[src/rtl/rv32i_types.sv]
// Shared types for the L2 line interface and its arbiter.
// Line width here must match the arbiter's s_line parameter.
package rv32i_types;

    localparam int unsigned L2_LINE = 256;

    typedef struct packed {
        logic [31:0]        mem_address;
        logic [L2_LINE-1:0] mem_wdata;
        logic               mem_read;
        logic               mem_write;
    } l2_go_t;

    typedef struct packed {
        logic               mem_resp;
        logic [L2_LINE-1:0] mem_rdata;
    } l2_ret_t;

    typedef enum logic [1:0] {
        IDLE,
        SERVE_I,
        SERVE_D,
        DONE
    } l2_arb_state_t;

endpackage

[src/rtl/l2_arb_select.sv]
// Tie-break between I and D requests; L2_ARB_RR_EN selects round-robin,
// otherwise D always wins and no last-grant state exists.
module l2_arb_select (
    input  logic clk,
    input  logic rst,
    input  logic i_req,
    input  logic d_req,
    input  logic grant_en,
    output logic grant_d
);

`ifdef L2_ARB_RR_EN
    logic last_d;

    always_comb begin
        grant_d = d_req;
        if (i_req && d_req)
            grant_d = ~last_d;
    end

    always_ff @(posedge clk) begin
        if (rst)
            last_d <= 1'b1;
        else if (grant_en)
            last_d <= grant_d;
    end
`else
    logic unused_sel;
    assign unused_sel = ^{clk, rst, i_req, grant_en};
    assign grant_d    = d_req;
`endif

endmodule

[src/rtl/l2_arbiter.sv]
// Arbitrates L1 I/D line misses onto one L2 transaction at a time.
// Tie policy set by L2_ARB_RR_EN (round-robin) or default D priority.
import rv32i_types::*;

module l2_arbiter #(
    parameter int unsigned s_offset = 5,
    parameter int unsigned s_line   = 256
) (
    input  logic              clk,
    input  logic              rst,
    input  logic [31:0]       i_address,
    input  logic              i_read,
    output logic [s_line-1:0] i_rdata,
    output logic              i_resp,
    input  logic [31:0]       d_address,
    input  logic              d_read,
    input  logic              d_write,
    input  logic [s_line-1:0] d_wdata,
    output logic [s_line-1:0] d_rdata,
    output logic              d_resp,
    output l2_go_t            l2_go,
    input  l2_ret_t           l2_ret
);

    localparam logic [31:0] ADDR_MASK =
        ~((32'd1 << s_offset) - 32'd1);

    l2_arb_state_t state, state_n;
    logic i_req, d_req, grant_en, grant_d;
    logic serving, ret_hit;

    assign i_req    = i_read;
    assign d_req    = d_read | d_write;
    assign grant_en = (state == IDLE) && (i_req || d_req);
    assign serving  = (state == SERVE_I) || (state == SERVE_D);
    assign ret_hit  = serving && l2_ret.mem_resp;

    l2_arb_select u_sel (
        .clk      (clk),
        .rst      (rst),
        .i_req    (i_req),
        .d_req    (d_req),
        .grant_en (grant_en),
        .grant_d  (grant_d)
    );

    always_ff @(posedge clk) begin
        if (rst)
            state <= IDLE;
        else
            state <= state_n;
    end

    always_comb begin
        state_n = state;
        unique case (state)
            IDLE: begin
                if (grant_en)
                    state_n = grant_d ? SERVE_D : SERVE_I;
            end
            SERVE_I, SERVE_D: begin
                if (l2_ret.mem_resp)
                    state_n = DONE;
            end
            DONE:    state_n = IDLE;
            default: state_n = IDLE;
        endcase
    end

    // l2_go is loaded only at grant, so requester inputs cannot disturb it
    always_ff @(posedge clk) begin
        if (rst) begin
            l2_go   <= '0;
            i_rdata <= '0;
            d_rdata <= '0;
            i_resp  <= 1'b0;
            d_resp  <= 1'b0;
        end else begin
            i_resp <= 1'b0;
            d_resp <= 1'b0;
            if (grant_en) begin
                if (grant_d) begin
                    l2_go.mem_address <= d_address & ADDR_MASK;
                    l2_go.mem_wdata   <= d_wdata;
                    l2_go.mem_read    <= d_read & ~d_write;
                    l2_go.mem_write   <= d_write;
                end else begin
                    l2_go.mem_address <= i_address & ADDR_MASK;
                    l2_go.mem_wdata   <= '0;
                    l2_go.mem_read    <= 1'b1;
                    l2_go.mem_write   <= 1'b0;
                end
            end
            if (ret_hit) begin
                l2_go.mem_read  <= 1'b0;
                l2_go.mem_write <= 1'b0;
                if (state == SERVE_I) begin
                    i_rdata <= l2_ret.mem_rdata;
                    i_resp  <= 1'b1;
                end else begin
                    d_rdata <= l2_ret.mem_rdata;
                    d_resp  <= 1'b1;
                end
            end
        end
    end

endmodule

[config.mk]
export PLATFORM = sky130hd
export DESIGN_NAME = l2_arbiter
export DESIGN_NICKNAME = d
export VERILOG_FILES = /design/src/rtl/rv32i_types.sv /design/src/rtl/l2_arb_select.sv /design/src/rtl/l2_arbiter.sv
export SDC_FILE = /design/constraint.sdc
export NUM_CORES = 2
export LEC_CHECK = 0
export ABC_AREA = 1
export CAP_MARGIN = 20
export CORE_AREA = 10 10 527 529
export DETAILED_ROUTE_END_ITERATION = 7
export DIE_AREA = 0 0 537 539
export PLACE_DENSITY_LB_ADDON = 0.12
export SYNTH_ARGS = -nofsm -noshare
export SYNTH_HDL_FRONTEND = slang
export SYNTH_HIERARCHICAL = 1
export SYNTH_SLANG_ARGS = --single-unit
[constraint.sdc]
create_clock -name clk -period 3.2 [get_ports clk]
set_input_delay 0.64 -clock clk [delete_from_list [all_inputs] [get_ports clk]]
set_output_delay 0.64 -clock clk [all_outputs]
set_load 0.01 [all_outputs]
==> results.json <==
{
  "outcome": "completed",
  "final_cell_mix": "1,368 x clkdlybuf4s50_1, 1,089 x nor2_1, 801 x dfxtp_1, 600 x nand2_1, 479 x o21ai_0",
  "maxSlewViolCount": 0,
  "cts.clk_slew.worst_paths_ns": 0.06,
  "drt-vias-per-instance": 3.58,
  "layout_setup_ws_ns": 0.559,
  "die_h_um": 539,
  "crit_type": "flop to output port",
  "final_core_util": 0.195,
  "end_kind": "output port",
  "power.leakage_nw": 20.7,
  "hold_ws_ns": 0.364,
  "power_w": 0.0479,
  "slowest_stage": "clkdlybuf4s50_1",
  "drive_above_1_share": 0.0523,
  "relSlewSlack": 0.344,
  "core-area_um2": 267000,
  "timing.rr.end": "d_rdata[248]$_SDFFE_PP0P_",
  "ys_ff_latch": 801,
  "boundaryPins": 1386,
  "rows": 190,
  "cts_tree": "yes",
  "cp-start-kind": "flop",
  "drtIter0Drc": 1533,
  "ctsHoldBuffers": 0,
  "avgSynthCellArea_um2": 7.37,
  "insertion_delay_ns": 0.77,
  "fp.dieW_um": 537,
  "fmax_ghz": 0.379,
  "seq_area_frac_synth": 0.522,
  "skew_ns": 0.0661,
  "antenna_found_initial": 112,
  "cp-startpoint": "l2_go[269]$_SDFFE_PP0P_",
  "top_usage_layer": "met2",
  "fin_crit_sh": 0.825,
  "totalNegativeSetupSlack_ns": 0,
  "rsz0062_at_grt": "no",
  "path_cells": "clkdlybuf4s50_1",
  "numCtsBuffers": 110,
  "grt_pass1_wl_um": 296000,
  "rr_worst_depth": 8,
  "tightest_slew_ns": 0.983,
  "met1_usage": 0.152,
  "grt_pass1_vias": 33464,
  "cp.required_ns": 2.56,
  "nets": 6014,
  "critical-path-max-stage-delay_ns": 0.93,
  "final_antenna_net_count": 0,
  "synth_warnings": 6,
  "period_minus_slack_ns": 2.64,
  "grt_use_met2": 0.241,
  "wirelength_um": 222000,
  "maxCapViolations": 0,
  "cp_max_fo": 2,
  "cts_max_level": 3,
  "worstReg2RegStart": "state[0]$_SDFFE_PP0P_",
  "clkSinkCount": 801,
  "dp_hpwl_um": 170000,
  "areaGrowthSynthToFinish_pct": 69.5,
  "path_buf_inv": 1,
  "final_common_cell": "clkdlybuf4s50_1",
  "cts_setup_buffers": 0,
  "grt.total_usage": 0.146,
  "synthDistinctLibCells": 21,
  "ir_drop_uv": 510,
  "dieArea_um2": 289000,
  "num_vias": 32560,
  "r2r_slack_ns": 0.77,
  "hp-class": "input port to flop",
  "hold_violations": 0,
  "port_buffers": 1370,
  "clock-root-buffer": "clkbuf_16",
  "place_ws_ns": 0.193,
  "cts-resized-gates": 0,
  "overflow": 0,
  "cp.depth": 1,
  "power_density_nw_per_um2": 922,
  "cts_buffer_depth": 3,
  "drc": 0,
  "routabilityCongestion": 0.777,
  "timing.critical_path.arrival_ns": 2.00,
  "finalSetupViolCount": 0,
  "initial_core_util": 0.115,
  "grt_max_degree": 144,
  "drt_first_pass_iters": 6,
  "use_met3": 0.0876,
  "crit_family": "buffers and inverters",
  "syn_area_um2": 30700,
  "crit_end": "l2_go[269]",
  "avgRoutedWirePerCell_um": 24.4,
  "synthCells": 4162
}
-- per-layer routing --
layer	vias up	part of all wire
li1	15720	-
met1	15103	0.37
met5	-	0.0019
met3	355	0.14
met4	66	0.034
met2	1316	0.46
-- how the worst min path moves through the flow --
stage,startpoint,end,slack (ns),depth (start not counted)
finish,rst,i_rdata[76]$_SDFFE_PP0P_,0.36,2
floorplan,state[1]$_SDFFE_PP0P_,state[1]$_SDFFE_PP0P_,0.45,2
detailed placement,i_rdata[108]$_SDFFE_PP0P_,i_rdata[108]$_SDFFE_PP0P_,0.45,2
global route,rst,i_rdata[93]$_SDFFE_PP0P_,0.33,2
global placement,i_rdata[221]$_SDFFE_PP0P_,i_rdata[221]$_SDFFE_PP0P_,0.45,2
CTS,rst,i_rdata[217]$_SDFFE_PP0P_,0.26,2
-- state kept, by name, summed over array words and instances, names as in the netlist --
name and flops:
l2_go 285, d_rdata 256, i_rdata 256, state 2, d_resp 1, i_resp 1
-- stage by stage --
step / instances / cell area (µm²)
final: 9099 / 52000
after global routing: 9075 / 52000
after CTS: 9061 / 51900
after detailed placement: 8869 / 48300
after global placement: 8869 / 48300
after floorplan: 4166 / 30700
-- cell families after synthesis --
| family | after synthesis | share of synthesized area |
|---|---|---|
| AND/OR/NAND/NOR | 1955 | 0.251 |
| adder cells (fa/ha/maj) | 3 | 0.00122 |
| flip-flops | 801 | 0.522 |
| AO/OA/AOI/OAI | 800 | 0.130 |
| buffers and inverters | 602 | 0.0952 |
| other | 1 | 0.000122 |
-- synthesized netlist by cell type (all sizes together) --
cell type  number  area [µm²]
conb            1        3.75
ha              3        37.5
a21oi         258        1290
nand3         259        1300
dfxtp         801       16000
inv           271        1020
nor2         1091        4110
clkbuf         93         349
nand2         604        2280
buf           238        1550
or2             1        6.26
o21ai         542        2710
-- final cells by class --
type	count	area, µm²
fill	30009	215000
sequential	801	16000
timing repair buffer	1482	15000
multi-input combinational	2763	11800
tap	3552	4440
clock buffer	171	3270
inverter	271	1070
clock inverter	21	312
antenna	38	95.1
-- where the power goes --
group / internal [W] / switching (W) / total (W)
Combinational: 0.00847 / 0.0123 / 0.0207
Sequential: 0.0131 / 0.00156 / 0.0146
Clock: 0.00730 / 0.00527 / 0.0126
Power figures use the tool's default switching activity.
